<file path="src/rtl/axi4_burst_master_if.sv">
// AXI4 master-side bus bundle (AW/W/B/AR/R) for axi4_burst_master.
// The master modport is the initiator view and the slave modport is the memory view.
interface axi4_burst_master_if #(
    parameter int ADDR_W = 32,
    parameter int DATA_W = 32,
    parameter int ID_W   = 4
);
    localparam int STRB_W = DATA_W / 8;

    logic [ID_W-1:0]   aw_id;
    logic [ADDR_W-1:0] aw_addr;
    logic [7:0]        aw_len;
    logic [2:0]        aw_size;
    logic [1:0]        aw_burst;
    logic              aw_lock;
    logic [3:0]        aw_cache;
    logic [2:0]        aw_prot;
    logic [3:0]        aw_qos;
    logic              aw_valid;
    logic              aw_ready;

    logic [DATA_W-1:0] w_data;
    logic [STRB_W-1:0] w_strb;
    logic              w_last;
    logic              w_valid;
    logic              w_ready;

    logic              b_valid;
    logic [ID_W-1:0]   b_id;
    logic [1:0]        b_resp;
    logic              b_ready;

    logic [ID_W-1:0]   ar_id;
    logic [ADDR_W-1:0] ar_addr;
    logic [7:0]        ar_len;
    logic [2:0]        ar_size;
    logic [1:0]        ar_burst;
    logic              ar_lock;
    logic [3:0]        ar_cache;
    logic [2:0]        ar_prot;
    logic [3:0]        ar_qos;
    logic              ar_valid;
    logic              ar_ready;

    logic              r_valid;
    logic [ID_W-1:0]   r_id;
    logic [DATA_W-1:0] r_data;
    logic [1:0]        r_resp;
    logic              r_last;
    logic              r_ready;

    modport master (
        output aw_id, aw_addr, aw_len, aw_size, aw_burst, aw_lock, aw_cache, aw_prot, aw_qos, aw_valid,
        input  aw_ready,
        output w_data, w_strb, w_last, w_valid,
        input  w_ready,
        input  b_valid, b_id, b_resp,
        output b_ready,
        output ar_id, ar_addr, ar_len, ar_size, ar_burst, ar_lock, ar_cache, ar_prot, ar_qos, ar_valid,
        input  ar_ready,
        input  r_valid, r_id, r_data, r_resp, r_last,
        output r_ready
    );

    modport slave (
        input  aw_id, aw_addr, aw_len, aw_size, aw_burst, aw_lock, aw_cache, aw_prot, aw_qos, aw_valid,
        output aw_ready,
        input  w_data, w_strb, w_last, w_valid,
        output w_ready,
        output b_valid, b_id, b_resp,
        input  b_ready,
        input  ar_id, ar_addr, ar_len, ar_size, ar_burst, ar_lock, ar_cache, ar_prot, ar_qos, ar_valid,
        output ar_ready,
        output r_valid, r_id, r_data, r_resp, r_last,
        input  r_ready
    );
endinterface

</file>
<file path="src/rtl/axi4_burst_master.sv">
// Single-outstanding AXI4 INCR burst initiator: one command becomes one read or write burst,
// with a one-cycle done pulse carrying the worst response seen and a protocol-error flag.
//
// state | meaning
// IDLE  | waiting for a command, cmd_ready high
// AR    | read address offered, waiting for ar_ready
// R     | read beats passed through to the rd stream
// AW    | write address offered, waiting for aw_ready
// W     | write beats passed through from the wr stream
// B     | waiting for the write response
module axi4_burst_master #(
    parameter int          ADDR_W = 32,
    parameter int          DATA_W = 32,
    parameter int          ID_W   = 4,
    parameter int unsigned TXN_ID = 0
) (
    input  logic                  clock,
    input  logic                  reset,

    input  logic                  cmd_valid,
    output logic                  cmd_ready,
    input  logic                  cmd_write,
    input  logic [ADDR_W-1:0]     cmd_addr,
    input  logic [7:0]            cmd_len,

    input  logic                  wr_valid,
    output logic                  wr_ready,
    input  logic [DATA_W-1:0]     wr_data,
    input  logic [DATA_W/8-1:0]   wr_strb,

    output logic                  rd_valid,
    input  logic                  rd_ready,
    output logic [DATA_W-1:0]     rd_data,
    output logic                  rd_last,

    output logic                  done,
    output logic [1:0]            done_resp,
    output logic                  done_err,

    axi4_burst_master_if.master   m_axi
);
    localparam int                SIZE_LSB   = $clog2(DATA_W / 8);
    localparam logic [2:0]        BEAT_SIZE  = 3'(SIZE_LSB);
    localparam logic [ID_W-1:0]   ID_CONST   = ID_W'(TXN_ID);
    localparam logic [ADDR_W-1:0] ALIGN_MASK = ~(ADDR_W'((64'd1 << SIZE_LSB) - 64'd1));

    typedef enum logic [2:0] {
        S_IDLE = 3'd0,
        S_AR   = 3'd1,
        S_R    = 3'd2,
        S_AW   = 3'd3,
        S_W    = 3'd4,
        S_B    = 3'd5
    } state_t;

    state_t            state;
    state_t            state_nxt;

    logic [ADDR_W-1:0] addr_q;
    logic [7:0]        len_q;
    logic [7:0]        beat_cnt;
    logic [1:0]        resp_acc;
    logic              err_q;
    logic              done_q;

    logic              accept;
    logic              r_fire;
    logic              w_fire;
    logic              b_fire;
    logic              final_fire;
    logic              ar_valid_c;
    logic              aw_valid_c;
    logic              w_valid_c;
    logic              r_ready_c;
    logic              b_ready_c;
    logic              cmd_ready_c;
    logic              wr_ready_c;
    logic              rd_valid_c;

    function automatic logic [1:0] resp_max(input logic [1:0] a, input logic [1:0] b);
        return (b > a) ? b : a;
    endfunction

    always_ff @(posedge clock) begin
        if (reset) begin
            state <= S_IDLE;
        end else begin
            state <= state_nxt;
        end
    end

    always_comb begin
        state_nxt   = state;
        cmd_ready_c = 1'b0;
        ar_valid_c  = 1'b0;
        aw_valid_c  = 1'b0;
        w_valid_c   = 1'b0;
        wr_ready_c  = 1'b0;
        r_ready_c   = 1'b0;
        rd_valid_c  = 1'b0;
        b_ready_c   = 1'b0;
        accept      = 1'b0;
        r_fire      = 1'b0;
        w_fire      = 1'b0;
        b_fire      = 1'b0;
        final_fire  = 1'b0;
        case (state)
            S_IDLE: begin
                // cmd_ready must read low for the whole reset cycle, even though state is already IDLE
                cmd_ready_c = ~reset;
                if (cmd_valid && !reset) begin
                    accept    = 1'b1;
                    state_nxt = cmd_write ? S_AW : S_AR;
                end
            end
            S_AR: begin
                ar_valid_c = 1'b1;
                if (m_axi.ar_ready) begin
                    state_nxt = S_R;
                end
            end
            S_R: begin
                r_ready_c  = rd_ready;
                rd_valid_c = m_axi.r_valid;
                if (m_axi.r_valid && rd_ready) begin
                    r_fire = 1'b1;
                    if (m_axi.r_last) begin
                        final_fire = 1'b1;
                        state_nxt  = S_IDLE;
                    end
                end
            end
            S_AW: begin
                aw_valid_c = 1'b1;
                if (m_axi.aw_ready) begin
                    state_nxt = S_W;
                end
            end
            S_W: begin
                w_valid_c  = wr_valid;
                wr_ready_c = m_axi.w_ready;
                if (wr_valid && m_axi.w_ready) begin
                    w_fire = 1'b1;
                    if (beat_cnt == len_q) begin
                        state_nxt = S_B;
                    end
                end
            end
            S_B: begin
                b_ready_c = 1'b1;
                if (m_axi.b_valid) begin
                    b_fire     = 1'b1;
                    final_fire = 1'b1;
                    state_nxt  = S_IDLE;
                end
            end
            default: begin
                state_nxt = S_IDLE;
            end
        endcase
    end

    always_ff @(posedge clock) begin
        if (reset) begin
            addr_q   <= '0;
            len_q    <= '0;
            beat_cnt <= '0;
            resp_acc <= '0;
            err_q    <= 1'b0;
            done_q   <= 1'b0;
        end else begin
            done_q <= final_fire;
            if (accept) begin
                addr_q   <= cmd_addr & ALIGN_MASK;
                len_q    <= cmd_len;
                beat_cnt <= '0;
                resp_acc <= '0;
                err_q    <= 1'b0;
            end
            if (r_fire) begin
                beat_cnt <= beat_cnt + 8'd1;
                resp_acc <= resp_max(resp_acc, m_axi.r_resp);
                // early last, missing last, or foreign ID all flag the burst as malformed
                if ((m_axi.r_id != ID_CONST) ||
                    (m_axi.r_last && (beat_cnt != len_q)) ||
                    (!m_axi.r_last && (beat_cnt == len_q))) begin
                    err_q <= 1'b1;
                end
            end
            if (w_fire) begin
                beat_cnt <= beat_cnt + 8'd1;
            end
            if (b_fire) begin
                resp_acc <= resp_max(resp_acc, m_axi.b_resp);
                if (m_axi.b_id != ID_CONST) begin
                    err_q <= 1'b1;
                end
            end
        end
    end

    assign cmd_ready = cmd_ready_c;
    assign wr_ready  = wr_ready_c;
    assign rd_valid  = rd_valid_c;
    assign rd_data   = m_axi.r_data;
    assign rd_last   = m_axi.r_last;
    assign done      = done_q;
    assign done_resp = resp_acc;
    assign done_err  = err_q;

    assign m_axi.aw_id    = ID_CONST;
    assign m_axi.aw_addr  = addr_q;
    assign m_axi.aw_len   = len_q;
    assign m_axi.aw_size  = BEAT_SIZE;
    assign m_axi.aw_burst = 2'b01;
    assign m_axi.aw_lock  = 1'b0;
    assign m_axi.aw_cache = 4'b0011;
    assign m_axi.aw_prot  = 3'b000;
    assign m_axi.aw_qos   = 4'b0000;
    assign m_axi.aw_valid = aw_valid_c;

    assign m_axi.w_data   = wr_data;
    assign m_axi.w_strb   = wr_strb;
    assign m_axi.w_last   = (state == S_W) && (beat_cnt == len_q);
    assign m_axi.w_valid  = w_valid_c;

    assign m_axi.b_ready  = b_ready_c;

    assign m_axi.ar_id    = ID_CONST;
    assign m_axi.ar_addr  = addr_q;
    assign m_axi.ar_len   = len_q;
    assign m_axi.ar_size  = BEAT_SIZE;
    assign m_axi.ar_burst = 2'b01;
    assign m_axi.ar_lock  = 1'b0;
    assign m_axi.ar_cache = 4'b0011;
    assign m_axi.ar_prot  = 3'b000;
    assign m_axi.ar_qos   = 4'b0000;
    assign m_axi.ar_valid = ar_valid_c;

    assign m_axi.r_ready  = r_ready_c;
endmodule

</file>
<file path="src/flat_wrapper.sv">
// flat-port wrapper written by rule: the top's interface ports become plain ports
module axi4_burst_master_flat 
#(
    parameter int          ADDR_W = 32,
    parameter int          DATA_W = 32,
    parameter int          ID_W   = 4,
    parameter int unsigned TXN_ID = 0
)
  (clock, reset, cmd_valid, cmd_ready, cmd_write, cmd_addr, cmd_len, wr_valid, wr_ready, wr_data, wr_strb, rd_valid, rd_ready, rd_data, rd_last, done, done_resp, done_err, m_axi_aw_id, m_axi_aw_addr, m_axi_aw_len, m_axi_aw_size, m_axi_aw_burst, m_axi_aw_lock, m_axi_aw_cache, m_axi_aw_prot, m_axi_aw_qos, m_axi_aw_valid, m_axi_aw_ready, m_axi_w_data, m_axi_w_strb, m_axi_w_last, m_axi_w_valid, m_axi_w_ready, m_axi_b_valid, m_axi_b_id, m_axi_b_resp, m_axi_b_ready, m_axi_ar_id, m_axi_ar_addr, m_axi_ar_len, m_axi_ar_size, m_axi_ar_burst, m_axi_ar_lock, m_axi_ar_cache, m_axi_ar_prot, m_axi_ar_qos, m_axi_ar_valid, m_axi_ar_ready, m_axi_r_valid, m_axi_r_id, m_axi_r_data, m_axi_r_resp, m_axi_r_last, m_axi_r_ready);
  axi4_burst_master_if #(.ADDR_W(ADDR_W), .DATA_W(DATA_W), .ID_W(ID_W)) m_axi_i ();
  input  logic clock;
  input  logic reset;
  input  logic cmd_valid;
  output logic cmd_ready;
  input  logic cmd_write;
  input  logic [ADDR_W-1:0] cmd_addr;
  input  logic [7:0] cmd_len;
  input  logic wr_valid;
  output logic wr_ready;
  input  logic [DATA_W-1:0] wr_data;
  input  logic [DATA_W/8-1:0] wr_strb;
  output logic rd_valid;
  input  logic rd_ready;
  output logic [DATA_W-1:0] rd_data;
  output logic rd_last;
  output logic done;
  output logic [1:0] done_resp;
  output logic done_err;
  output wire logic [$bits(m_axi_i.aw_id)-1:0] m_axi_aw_id;
  output wire logic [$bits(m_axi_i.aw_addr)-1:0] m_axi_aw_addr;
  output wire logic [$bits(m_axi_i.aw_len)-1:0] m_axi_aw_len;
  output wire logic [$bits(m_axi_i.aw_size)-1:0] m_axi_aw_size;
  output wire logic [$bits(m_axi_i.aw_burst)-1:0] m_axi_aw_burst;
  output wire logic [$bits(m_axi_i.aw_lock)-1:0] m_axi_aw_lock;
  output wire logic [$bits(m_axi_i.aw_cache)-1:0] m_axi_aw_cache;
  output wire logic [$bits(m_axi_i.aw_prot)-1:0] m_axi_aw_prot;
  output wire logic [$bits(m_axi_i.aw_qos)-1:0] m_axi_aw_qos;
  output wire logic [$bits(m_axi_i.aw_valid)-1:0] m_axi_aw_valid;
  input wire logic [$bits(m_axi_i.aw_ready)-1:0] m_axi_aw_ready;
  output wire logic [$bits(m_axi_i.w_data)-1:0] m_axi_w_data;
  output wire logic [$bits(m_axi_i.w_strb)-1:0] m_axi_w_strb;
  output wire logic [$bits(m_axi_i.w_last)-1:0] m_axi_w_last;
  output wire logic [$bits(m_axi_i.w_valid)-1:0] m_axi_w_valid;
  input wire logic [$bits(m_axi_i.w_ready)-1:0] m_axi_w_ready;
  input wire logic [$bits(m_axi_i.b_valid)-1:0] m_axi_b_valid;
  input wire logic [$bits(m_axi_i.b_id)-1:0] m_axi_b_id;
  input wire logic [$bits(m_axi_i.b_resp)-1:0] m_axi_b_resp;
  output wire logic [$bits(m_axi_i.b_ready)-1:0] m_axi_b_ready;
  output wire logic [$bits(m_axi_i.ar_id)-1:0] m_axi_ar_id;
  output wire logic [$bits(m_axi_i.ar_addr)-1:0] m_axi_ar_addr;
  output wire logic [$bits(m_axi_i.ar_len)-1:0] m_axi_ar_len;
  output wire logic [$bits(m_axi_i.ar_size)-1:0] m_axi_ar_size;
  output wire logic [$bits(m_axi_i.ar_burst)-1:0] m_axi_ar_burst;
  output wire logic [$bits(m_axi_i.ar_lock)-1:0] m_axi_ar_lock;
  output wire logic [$bits(m_axi_i.ar_cache)-1:0] m_axi_ar_cache;
  output wire logic [$bits(m_axi_i.ar_prot)-1:0] m_axi_ar_prot;
  output wire logic [$bits(m_axi_i.ar_qos)-1:0] m_axi_ar_qos;
  output wire logic [$bits(m_axi_i.ar_valid)-1:0] m_axi_ar_valid;
  input wire logic [$bits(m_axi_i.ar_ready)-1:0] m_axi_ar_ready;
  input wire logic [$bits(m_axi_i.r_valid)-1:0] m_axi_r_valid;
  input wire logic [$bits(m_axi_i.r_id)-1:0] m_axi_r_id;
  input wire logic [$bits(m_axi_i.r_data)-1:0] m_axi_r_data;
  input wire logic [$bits(m_axi_i.r_resp)-1:0] m_axi_r_resp;
  input wire logic [$bits(m_axi_i.r_last)-1:0] m_axi_r_last;
  output wire logic [$bits(m_axi_i.r_ready)-1:0] m_axi_r_ready;
  assign m_axi_aw_id = m_axi_i.aw_id;
  assign m_axi_aw_addr = m_axi_i.aw_addr;
  assign m_axi_aw_len = m_axi_i.aw_len;
  assign m_axi_aw_size = m_axi_i.aw_size;
  assign m_axi_aw_burst = m_axi_i.aw_burst;
  assign m_axi_aw_lock = m_axi_i.aw_lock;
  assign m_axi_aw_cache = m_axi_i.aw_cache;
  assign m_axi_aw_prot = m_axi_i.aw_prot;
  assign m_axi_aw_qos = m_axi_i.aw_qos;
  assign m_axi_aw_valid = m_axi_i.aw_valid;
  assign m_axi_i.aw_ready = m_axi_aw_ready;
  assign m_axi_w_data = m_axi_i.w_data;
  assign m_axi_w_strb = m_axi_i.w_strb;
  assign m_axi_w_last = m_axi_i.w_last;
  assign m_axi_w_valid = m_axi_i.w_valid;
  assign m_axi_i.w_ready = m_axi_w_ready;
  assign m_axi_i.b_valid = m_axi_b_valid;
  assign m_axi_i.b_id = m_axi_b_id;
  assign m_axi_i.b_resp = m_axi_b_resp;
  assign m_axi_b_ready = m_axi_i.b_ready;
  assign m_axi_ar_id = m_axi_i.ar_id;
  assign m_axi_ar_addr = m_axi_i.ar_addr;
  assign m_axi_ar_len = m_axi_i.ar_len;
  assign m_axi_ar_size = m_axi_i.ar_size;
  assign m_axi_ar_burst = m_axi_i.ar_burst;
  assign m_axi_ar_lock = m_axi_i.ar_lock;
  assign m_axi_ar_cache = m_axi_i.ar_cache;
  assign m_axi_ar_prot = m_axi_i.ar_prot;
  assign m_axi_ar_qos = m_axi_i.ar_qos;
  assign m_axi_ar_valid = m_axi_i.ar_valid;
  assign m_axi_i.ar_ready = m_axi_ar_ready;
  assign m_axi_i.r_valid = m_axi_r_valid;
  assign m_axi_i.r_id = m_axi_r_id;
  assign m_axi_i.r_data = m_axi_r_data;
  assign m_axi_i.r_resp = m_axi_r_resp;
  assign m_axi_i.r_last = m_axi_r_last;
  assign m_axi_r_ready = m_axi_i.r_ready;
  axi4_burst_master #(.ADDR_W(ADDR_W), .DATA_W(DATA_W), .ID_W(ID_W), .TXN_ID(TXN_ID)) u_core (.clock(clock), .reset(reset), .cmd_valid(cmd_valid), .cmd_ready(cmd_ready), .cmd_write(cmd_write), .cmd_addr(cmd_addr), .cmd_len(cmd_len), .wr_valid(wr_valid), .wr_ready(wr_ready), .wr_data(wr_data), .wr_strb(wr_strb), .rd_valid(rd_valid), .rd_ready(rd_ready), .rd_data(rd_data), .rd_last(rd_last), .done(done), .done_resp(done_resp), .done_err(done_err), .m_axi(m_axi_i));
endmodule
</file>
<file path="config.mk">
export PLATFORM = sky130hd
export DESIGN_NAME = axi4_burst_master_flat
export DESIGN_NICKNAME = d
export VERILOG_FILES = /design/src/rtl/axi4_burst_master_if.sv /design/src/rtl/axi4_burst_master.sv /design/src/flat_wrapper.sv
export SDC_FILE = /design/constraint.sdc
export NUM_CORES = 1
export LEC_CHECK = 0
export ABC_AREA = 0
export BUFFER_PORTS_ARGS = -buffer_cell sky130_fd_sc_hd__buf_2
export CORE_AREA = 10 10 121 123
export DETAILED_ROUTE_END_ITERATION = 6
export DIE_AREA = 0 0 131 133
export HOLD_SLACK_MARGIN = 0.08
export PLACE_DENSITY_LB_ADDON = 0.1
export SLEW_MARGIN = 10
export SYNTH_ARGS = -nofsm -noshare
export SYNTH_HDL_FRONTEND = slang
export SYNTH_SLANG_ARGS = --single-unit
</file>
<file path="constraint.sdc">
create_clock -name clock -period 1.47 [get_ports clock]
set_input_delay 0.147 -clock clock [delete_from_list [all_inputs] [get_ports clock]]
set_output_delay 0.147 -clock clock [all_outputs]
set_load 0.05 [all_outputs]
</file>
* Yosys cells after proc, flatten, opt, wreduce, memory -nomap -nowiden
Index checks and enable logic that the tools add are counted.
** Word-level totals
- Logic and storage cells :: 87
- Input port bits :: 132
- Register bits :: 53
** Operators by class
- Eq/ne operators :: 17
- Bitwise logic cells :: 1
- Reductions and logical operators :: 17
- $lt $le $gt $ge :: 2
- Mux-type cells :: 42
- $add $sub $neg :: 1
** Operators with widths (number)
- 2-to-1 mux 3 bit :: 8
- 2-to-1 mux 8 bit :: 3
- 2-to-1 mux 1 bit :: 23
- one-hot mux 3 bit (6 select lines) :: 1
- 2-to-1 mux 2 bit :: 6
- inequality test 2 bit (second input constant) :: 5
- adder 8 x 1 -> 8 bit (second input constant) :: 1
- equality test 8 bit :: 1
- inequality test 2 x 1 -> 1 bit (second input constant) :: 4
- inequality test 8 bit :: 1
- AND reduction 8 bit :: 1
- nonzero test 4 bit :: 2
- equality test 3 x 2 -> 1 bit (second input constant) :: 2
- equality test 3 bit (second input constant) :: 2
- logical AND 1 bit :: 6
- nonzero test 3 bit :: 2
- > comparator 2 bit :: 2
- equality test 3 x 1 -> 1 bit (second input constant) :: 1
- logical NOT 3 bit :: 1
- inequality test 3 bit (second input constant) :: 1
- AND reduction 3 bit :: 1
- logical NOT 1 bit :: 2
- logical OR 1 bit :: 2
- one-hot mux 1 bit (2 select lines) :: 1
- inverter 1 bit :: 1

* Depth between registers and ports, before layout
Gate-level depths: netlist of the first run.
- Word-level depth :: 9
- Mapped depth :: 7
- Gate-level depth less buffers :: 7

* Least setup slack after synthesis of the first run
OpenSTA, ideal clock, no wires.
- Path kind :: reg-to-output
- From :: register u_core.state[0]
- To :: output m_axi_ar_valid
- Required time :: 1.323 ns
- Arrival time :: 1.921 ns
- Slack :: -0.598 ns
- Stages on the path, launching flop included :: 3
- Cells stage by stage :: dfxtp_1 -> clkbuf_1 -> nor3b_1
** Between the ends
- Cells in the longest elaborated chain, start to end :: 2
** RTL lines
- start, declared :: RTL line axi4_burst_master.sv:56 : state_t state;
- start signal, assigned :: RTL line axi4_burst_master.sv:88 : state <= state_nxt;
- equality test 3 x 1 -> 1 bit :: RTL line axi4_burst_master.sv:107 : case (state)
- 2-to-1 mux 1 bit :: RTL line axi4_burst_master.sv:107
- end, declared :: RTL line flat_wrapper.sv:58 : output wire logic [$bits(m_axi_i.ar_valid)-1:0] m_axi_ar_valid;
Every way passes these cells.

* Final worst setup path of the first run
- From :: register u_core.beat_cnt[7]
- To :: output m_axi_w_last
** Between the ends
- Cells in the longest elaborated chain, start to end :: 2
** RTL lines
- start, declared :: RTL line axi4_burst_master.sv:61 : logic [7:0] beat_cnt;
- start signal, assigned :: RTL line axi4_burst_master.sv:181 : beat_cnt <= beat_cnt + 8'd1;
- start signal, assigned :: RTL line axi4_burst_master.sv:191 : beat_cnt <= beat_cnt + 8'd1;
- equality test 8 bit :: RTL line axi4_burst_master.sv:224 : assign m_axi.w_last = (state == S_W) && (beat_cnt == len_q);
- logical AND 1 bit :: RTL line axi4_burst_master.sv:224
- end, declared :: RTL line flat_wrapper.sv:42 : output wire logic [$bits(m_axi_i.w_last)-1:0] m_axi_w_last;
Every way passes these cells.

==> impl_metrics.yaml, run 1 <==
critical_path:
  worstSetupPathType: "reg -> out"
  worst_path_max_delay_cell: "dfxtp_2"
  startpoint: "u_core.beat_cnt[7]"
  reg2reg_from: "u_core.state[0]"
  r2r_cells: 6
  critPathCaptureType: "output port"
  cp_max_fo: 2
  cp.required_ps: 1320
  slowest_delay_ps: 340
  worstPathArrival_ps: 1470
  critPathLaunchType: "flip-flop"
  cp_cell_sequence: "xnor2_2 > nand4_1 > nor2_2 > and2_4 > buf_8"
synthesis:
  syn_inst: 453
  synthSimpleGateAreaFrac_pct: 26.3
  synthArstFlopShare_pct: 0
  yosys_warnings: 0
  synth.area.mux_share_pct: 0.309
  syn-mean-instance-area_um2: 8.05
  synth_edf_count: 0
  synth_compound_area_share_pct: 6.35
  synth_top_family_by_area: "buffers and inverters"
  yosys_register_bits: 53
  synth.distinct_cells: 43
  synth_xor_xnor_area_share_pct: 1.92
  syn-cell-area_um2: 3650
  synth-adder-area-share_pct: 1.72
  synth_ff_type: "dfxtp_1"
  synth.yosys.seq_area_share_pct: 29.1
global_routing:
  antenna_found_initial: 0
  grt.total_usage_pct: 12.4
  grt_pass1_wl_um: 17200
  grt_max_degree: 24
  grt_pass1_vias: 3155
  grt-ovfl-total: 0
floorplanning:
  core_region_area_um2: 12400
  die_area_um2: 17400
  initial_core_util_pct: 29.5
  die_h_um: 133
  rows: 41
  ioPinCount: 336
  dieWidth_um: 131
place:
  place_area_um2: 3850
  place_ws_ps: -159
  place_congestion: 0.748
  io_buffers: 151
  dpl.hpwl_um: 8570
timing:
  rsz0062_at_grt: "true"
  hold_viol_final: 0
  postLayoutSetupSlackWorst_ps: -149
  final_max_slew_viol_count: 0
  hold_ws_ps: 120
  min_period_ps: 1620
  skew_ps: 9.31
  fmax_ghz: 0.618
  setup_viol: 49
  fin_crit_sh_pct: 110
detailed_routing:
  drt_iter0_drc: 123
  dr.pass1.iters: 6
  ant_nets: 0
  drt_wl_total_um: 12000
  drc: 0
  viasPerCell: 4.19
  wire_per_inst_um: 16.2
  vias: 3111
finish:
  fillers: 1261
  drive_gt1_share_pct: 52.7
  antenna_cells: 0
  synthToLayoutAreaGrowth_pct: 39.8
  final_nets: 708
  final_util_pct: 41.3
  finalInstanceArea_um2: 5100
min_path:
  hp-start: "m_axi_aw_ready"
  hold-path-cell-count: 3
  min_path_type: "in -> reg"
power:
  total_power_uw: 5440
  p_leak_uw: 0.00260
  peakVddDrop_uv: 400
  power_density_nw_per_um2: 1070
clock_tree:
  cts_buffers: 5
  cts_tree: "yes"
  root_buffer: "clkbuf_16"
  clk_latency_ps: 310
  cts.path.max_buffers: 2
  cts.htree.levels: 2
  cts_sinks: 53
  clkSlewWorstSetupHoldPaths_ps: 80
outcome:
  violations: "negative setup slack"
  status: "complete, but fails checks"
job:
  cap_viol_max_count: 0
layout make-up:
type,instances,area (µm²),area share (%)
Tap cell,172,215,4.22
Inverter,4,15.0,0.294
Multi-Input combinational cell,269,1850,36.3
Clock buffer,6,139,2.72
Sequential cell,53,1090,21.4
Timing Repair Buffer,238,1780,34.9
Clock inverter,1,6.26,0.123
power by group:
| part | switching [µW] | internal [µW] |
|---|---|---|
| registers | 114 | 1580 |
| clock network | 569 | 672 |
| logic | 1730 | 781 |
| total | 2410 | 3030 |
what timing repair did:
action | in CTS | in global routing
setup buffers | 10 | 5
pin swaps | 17 | 49
gates cloned | 0 | 6
endpoints found under the setup margin | 44 | 61
resized for setup | 62 | 83
hold buffers | 38 | 0
endpoints found under the hold margin | 38 | 0
path summary, 6_finish.rpt:
path                         endpoint  slack, ps
max reg2reg        u_core.beat_cnt[4]       -140
min                   u_core.state[2]        120
min reg2reg  u_core.m_axi.ar_addr[20]        480
max                      m_axi_w_last       -150
flip-flops by register name (all words and copies together) (netlist names):
signal and cells:
u_core.beat_cnt 8, u_core.done_resp 2, u_core.done 1, u_core.state 3, u_core.m_axi.ar_addr 30, u_core.done_err 1, u_core.m_axi.ar_len 8
cell usage after synthesis (all sizes together), types with 5 or more instances:
library cell    n  area (µm²)
a21oi          11        55.1
dfxtp          53        1060
nand2          83         312
and2           10        62.6
o21ai           5        25.0
buf           159        1180
nor2b           6        37.5
clkbuf         12        45.0
xnor2           8        70.1
ha              5        62.6
nand3b         39         293
nor2           12        45.0
per-stage QoR:
step                TNS, ps  cells
finish                -1920    743
global route          -6830    743
global placement       -776    679
floorplan            -12590    497
CTS                   -1900    734
detailed placement    -1170    679
layer usage:
metal | global-route usage [%] | vias up | share of wire (%)
met5 | 0 | - | 0
met1 | 12.6 | 1420 | 37
met4 | 5.25 | 0 | 2.1
met2 | 21.7 | 141 | 51
li1 | - | 1521 | -
met3 | 5.03 | 29 | 10
cell families after synthesis:
kind of cell             after synthesis
multiplexers                           1
AND/OR/NAND/NOR                      176
other                                  2
AO/OA/AOI/OAI                         33
XOR/XNOR                               8
flip-flops                            53
adder cells (fa/ha/maj)                5
buffers and inverters                175
cells in the final DEF (no fill, tap or decap), types with 8 or more instances in the layout:
cell,netlist,final
a21oi_1,11,10
and2_4,0,8
buf_2,4,142
buf_4,155,22
buf_6,0,20
buf_8,0,8
clkbuf_16,0,9
conb_1,2,46
dfxtp_1,53,36
dfxtp_2,0,13
dlygate4sd3_1,0,38
nand2_1,83,42
nand2_2,0,30
nand2_4,0,11
nand3b_1,39,39
nor2_1,12,8
critical path: cells and delay by family (launching register included):
kind,cells,cell delay (ps)
buf+inv,1,140
simple gates,3,510
flops,1,340
xor+xnor,1,170
No activity file was read; power rests on OpenSTA's default activity.
==> inputs of run 2 (changes only) <==
--- a/config.mk
+++ b/config.mk
@@ -7,11 +7,12 @@
 export LEC_CHECK = 0
 export ABC_AREA = 0
 export BUFFER_PORTS_ARGS = -buffer_cell sky130_fd_sc_hd__buf_2
-export CORE_AREA = 10 10 121 123
+export CORE_AREA = 10 10 123 125
+export CTS_BUF_LIST = sky130_fd_sc_hd__clkbuf_4
 export DETAILED_ROUTE_END_ITERATION = 6
-export DIE_AREA = 0 0 131 133
+export DIE_AREA = 0 0 133 135
 export HOLD_SLACK_MARGIN = 0.08
-export PLACE_DENSITY_LB_ADDON = 0.1
+export PLACE_DENSITY = 0.78
 export SLEW_MARGIN = 10
 export SYNTH_ARGS = -nofsm -noshare
 export SYNTH_HDL_FRONTEND = slang
==> run 2 against run 1 <==
Compared with the run above:
- the run still ends with negative setup slack left
- worst hold slack got worse by 1.7 ps
- critical path depth did not move
- design area rose by 6.7%
- sequential power barely moved
- combinational power rose by 10%
- global-route usage rose by 2.0 points
- power fell by 4.8%
- die area rose by 3.1%
- clock power fell by 42%
- clock-buffer cell count rose by 1
- via count rose by 6.9%
- non-clock buffer count rose by 21
- critical endpoint is now m_axi_r_ready
- largest cell class unchanged
==> impl_metrics.yaml, run 2 (synthesized netlist as in run 1, its figures left out) <==
clock_tree:
  cts.path.max_buffers: 2
  cts_sinks: 53
  clk_latency_ps: 410
  clkSlewWorstSetupHoldPaths_ps: 170
  root_buffer: "clkbuf_4"
  cts_tree: "yes"
  cts_buffers: 5
  cts.htree.levels: 2
timing:
  skew_ps: 26.4
  min_period_ps: 1740
  setup_viol: 61
  fin_crit_sh_pct: 118
  fmax_ghz: 0.576
  rsz0062_at_grt: "true"
  postLayoutSetupSlackWorst_ps: -266
  final_max_slew_viol_count: 0
  setup_tns_ps: -10050
  hold_viol_final: 0
  hold_ws_ps: 119
global_routing:
  grt-ovfl-total: 0
  grt_pass1_wl_um: 20500
  grt_pass1_vias: 3600
  grt_max_degree: 30
  antenna_found_initial: 1
  grt.total_usage_pct: 14.4
job:
  cap_viol_max_count: 0
detailed_routing:
  drt_wl_total_um: 14200
  ant_nets: 0
  drc: 0
  wire_per_inst_um: 18.6
  vias: 3326
  viasPerCell: 4.34
  dr.pass1.iters: 4
  drt_iter0_drc: 117
power:
  peakVddDrop_uv: 518
  p_int_uw: 2720
  power_density_nw_per_um2: 952
  seqPwrFrac_pct: 32.7
  switching_power_uw: 2460
  pwr-share-clk_pct: 13.9
  swShare_pct: 47.5
  p_leak_uw: 0.00279
  p_comb_share_pct: 53.5
finish:
  largest_register_ffs: 30
  drive_gt1_share_pct: 57.8
  layout_commonest_cell: "buf_2"
  final_nets: 729
  final_cell_mix: "142 x buf_2, 46 x conb_1, 44 x dlygate4sd3_1, 39 x nand3b_1, 37 x dfxtp_1"
  synthToLayoutAreaGrowth_pct: 49.2
floorplanning:
  ioPinCount: 336
  dieWidth_um: 133
  core_region_area_um2: 12600
  die_area_um2: 18000
  die_h_um: 135
  initial_core_util_pct: 29.0
  rows: 41
critical_path:
  worstSetupPathType: "reg -> out"
  critPathLaunchType: "flip-flop"
  cp.required_ps: 1320
  cp_cell_sequence: "buf_6 > nor3b_4 > buf_6 > and2_4 > buf_8"
  cp_max_fo: 3
  slowest_delay_ps: 400
  critPathCaptureType: "output port"
  worstPathArrival_ps: 1590
  reg2reg_slack_ps: -250
  worst_path_max_delay_cell: "dfxtp_4"
  crit_top_cell: "buf_6"
place:
  io_buffers: 151
  dpl.hpwl_um: 9430
  place_congestion: 0.832
outcome:
  violations: "negative setup slack"
  status: "complete, but fails checks"
min_path:
  min_path_type: "in -> reg"
## run 2: changes by cell type in the layout (fill, tap and decap cells not counted), moves of 7 or more
cell	delta
clkbuf_4	+7
buf_4	+13
clkbuf_16	-8
nand2_1	-14
nand2_4	+12
## run 2: layer usage
layer  global-route usage [%]  wire, µm
met2                     25.9      7400
met3                     6.27      1310
met4                     7.64       567
met1                     13.6      4940
met5                        0         0
## run 2: power by group through the flow
stage	clock network (µW)	logic, µW	registers [µW]
2_1_floorplan	0	1870	2140
3_3_place_gp	0	2110	1720
3_5_place_dp	0	2120	1720
4_1_cts	784	2610	1700
5_1_grt	840	2910	1710
6_report	718	2770	1690
## run 2: what timing repair did
action / 4_1_cts / 5_1_grt
resized for setup: 113 / 84
gates cloned: 5 / 1
setup endpoints to repair: 60 / 60
hold endpoints to repair: 42 / 0
hold buffers: 44 / 0
buffers inserted: 20 / 4
pin swaps: 63 / 30
## run 2: metrics by stage
stage	cells	setup WS, ps	area [µm²]	total power [µW]	utilization, %
floorplan	497	-307	3880	4000	-
global placement	686	-60.9	3890	3820	31.0
detailed placement	686	-99.5	3890	3840	31.0
CTS	763	-306	5100	5090	40.6
global route	766	-368	5440	5460	43.3
finish	766	-266	5440	5180	43.3
## run 2: layout make-up
cell class                      instances  area [µm²]
Timing Repair Buffer                  259        2000
Tap cell                              172         215
Clock inverter                          1        3.75
Antenna cell                            1        2.50
Multi-Input combinational cell        269        2040
Inverter                                4        15.0
Clock buffer                            7        52.6
Sequential cell                        53        1100
Fill cell                            1140        7130
## run 2: worst paths after layout
| check | start | endpoint | cells past startpoint |
|---|---|---|---|
| worst max register to register | u_core.state[0] | u_core.beat_cnt[3] | 7 |
| worst max-delay path | u_core.state[0] | m_axi_r_ready | 5 |
| worst min register to register | u_core.m_axi.ar_addr[19] | u_core.m_axi.ar_addr[19] | 2 |
| worst min-delay path | m_axi_b_id[2] | u_core.done_err | 4 |
## run 2: critical path: cells and delay by family, from the launching register on
family	cells	cell delay, ps
flops	1	400
buf+inv	3	410
simple gates	2	350
==> inputs of run 3 (changes only) <==
--- a/config.mk
+++ b/config.mk
@@ -7,12 +7,14 @@
 export LEC_CHECK = 0
 export ABC_AREA = 0
 export BUFFER_PORTS_ARGS = -buffer_cell sky130_fd_sc_hd__buf_2
-export CORE_AREA = 10 10 123 125
+export CELL_PAD_IN_SITES_DETAIL_PLACEMENT = 2
+export CELL_PAD_IN_SITES_GLOBAL_PLACEMENT = 2
+export CORE_MARGIN = 10
+export CORE_UTILIZATION = 16
 export CTS_BUF_LIST = sky130_fd_sc_hd__clkbuf_4
 export DETAILED_ROUTE_END_ITERATION = 6
-export DIE_AREA = 0 0 133 135
 export HOLD_SLACK_MARGIN = 0.08
-export PLACE_DENSITY = 0.78
+export PLACE_DENSITY = 0.86
 export SLEW_MARGIN = 10
 export SYNTH_ARGS = -nofsm -noshare
 export SYNTH_HDL_FRONTEND = slang
==> run 3 against run 2 <==
Compared with the run above:
- register-to-register slack worse by 20 ps
- critical path type unchanged
- power is 0.33% higher
- global-route usage is 3.7 points lower
- sequential share of layout area is 0.054 points higher
- the flow still finishes with violations (negative setup slack)
- first-iteration DRC count is 4.3% lower
- highest routed layer unchanged
- worst hold slack worse by 7.9 ps
- combinational power is 2% lower
- die area is 63% higher
- utilization is 19 points lower
==> impl_metrics.yaml, run 3 (synthesized netlist as in run 1, its figures left out) <==
timing:
  rsz0062_at_grt: "true"
  setup_viol: 60
  min_period_ps: 1880
  skew_ps: 14.6
  postLayoutSetupSlackWorst_ps: -408
  final_max_slew_viol_count: 0
  fmax_ghz: 0.533
  fin_crit_sh_pct: 128
  hold_viol_final: 0
critical_path:
  r2r-end: "u_core.state[0]"
  slowest_delay_ps: 380
  worst_path_max_delay_cell: "dfxtp_2"
  cp_cell_sequence: "xnor2_2 > nand4_1 > nor2_1 > buf_4 > and2_4 > buf_12"
  cp.required_ps: 1320
  startpoint: "u_core.m_axi.ar_len[7]"
  cp_max_fo: 2
  reg2reg_from: "u_core.m_axi.ar_len[7]"
  r2r_cells: 7
  critPathCaptureType: "output port"
  cp_num_buf_inv: 2
  reg2reg_slack_ps: -270
  critPathLaunchType: "flip-flop"
  path_depth: 6
  worstPathArrival_ps: 1730
  worstSetupPathType: "reg -> out"
  crit_family: "simple AND/OR/NAND/NOR gates"
clock_tree:
  clkSlewWorstSetupHoldPaths_ps: 190
  clk_latency_ps: 410
  cts.path.max_buffers: 2
  cts_buffers: 5
  root_buffer: "clkbuf_4"
  cts_tree: "yes"
  cts.htree.levels: 2
  cts_sinks: 53
finish:
  drive_gt1_share_pct: 50.1
  layout_commonest_cell: "buf_2"
  final_nets: 731
  final_cell_mix: "140 x buf_2, 81 x nand2_1, 46 x conb_1, 44 x dlygate4sd3_1, 41 x buf_4"
  fillers: 2567
  synthToLayoutAreaGrowth_pct: 47.8
  largest_register_ffs: 30
global_routing:
  grt-ovfl-total: 0
  grt_max_degree: 36
  grt_pass1_vias: 3987
  grt.total_usage_pct: 10.7
  grt_pass1_wl_um: 23700
  antenna_found_initial: 1
job:
  cap_viol_max_count: 0
floorplanning:
  initial_core_util_pct: 16.2
  die_area_um2: 29200
  rows: 55
  ioPinCount: 336
  core_region_area_um2: 22500
  dieWidth_um: 171
  die_h_um: 171
min_path:
  hp-start: "m_axi_r_resp[1]"
  min_path_type: "in -> reg"
  hold_path_end: "u_core.done_resp[1]"
  hold-path-cell-count: 3
detailed_routing:
  drc: 0
  dr.pass1.iters: 4
  drt_iter0_drc: 112
  viasPerCell: 3.87
  drt_wl_total_um: 16700
  ant_nets: 0
  vias: 3407
  wire_per_inst_um: 19.0
place:
  place_congestion: 0.728
  dpl.hpwl_um: 11000
  io_buffers: 151
  place_ws_ps: -187
power:
  peakVddDrop_uv: 286
  power_density_nw_per_um2: 964
  total_power_uw: 5200
  p_leak_uw: 0.00263
outcome:
  status: "complete, but fails checks"
  violations: "negative setup slack"
-- run 3: per-layer routing --
layer | track usage, % | part of all wire [%] | wire length [µm]
met3 | 3.20 | 7.1 | 1180
met4 | 5.37 | 4.0 | 665
met2 | 20.4 | 53 | 8850
met5 | 0 | 0 | 0
met1 | 10.0 | 36 | 6020
-- run 3: final cells by class --
cell class,instances,area (µm²),area share [%]
Timing Repair Buffer,261,2040,37.9
Multi-Input combinational cell,269,1810,33.6
Tap cell,285,357,6.62
Antenna cell,1,2.50,0.0464
Inverter,4,15.0,0.279
Clock inverter,3,26.3,0.488
Clock buffer,5,37.5,0.697
Sequential cell,53,1100,20.3
-- run 3: timing repair --
action	4_1_cts	5_1_grt
hold endpoints to repair	43	0
setup buffers	22	12
cloned	6	0
hold buffers	44	0
endpoints found under the setup margin	60	60
gates resized for setup	97	35
pin swaps	58	30
-- run 3: report_power, final --
group          switching [µW]  internal (µW)  leakage [µW]  total (µW)
clock network             576            198     0.0000294         774
registers                 127           1580      0.000443        1700
logic                    1840            883       0.00215        2720
total                    2540           2660       0.00263        5200
-- run 3: worst reg2reg max path, delay by kind of cell (launching register included) --
family / cells / cell delay [ps]
buf+inv: 2 / 280
flops: 1 / 380
simple gates: 2 / 330
compound gates: 2 / 500
xor+xnor: 1 / 170
-- run 3: worst max-delay path by stage --
stage	to	slack, ps
global placement	u_core.beat_cnt[3]	-130
floorplan	u_core.beat_cnt[0]	-310
finish	m_axi_w_last	-410
global route	m_axi_w_last	-530
detailed placement	u_core.beat_cnt[3]	-190
CTS	m_axi_w_last	-430
-- run 3: per-stage QoR --
step	hold slack [ps]	cell area (µm²)	TNS, ps	utilization (%)	instances
final	111	5390	-8330	23.9	881
after detailed placement	294	4010	-5830	17.8	794
after global routing	93.0	5390	-12210	23.9	881
after floorplan	246	3880	-12590	-	497
after CTS	87.8	5210	-7920	23.1	873
after global placement	294	4010	-3470	17.8	794
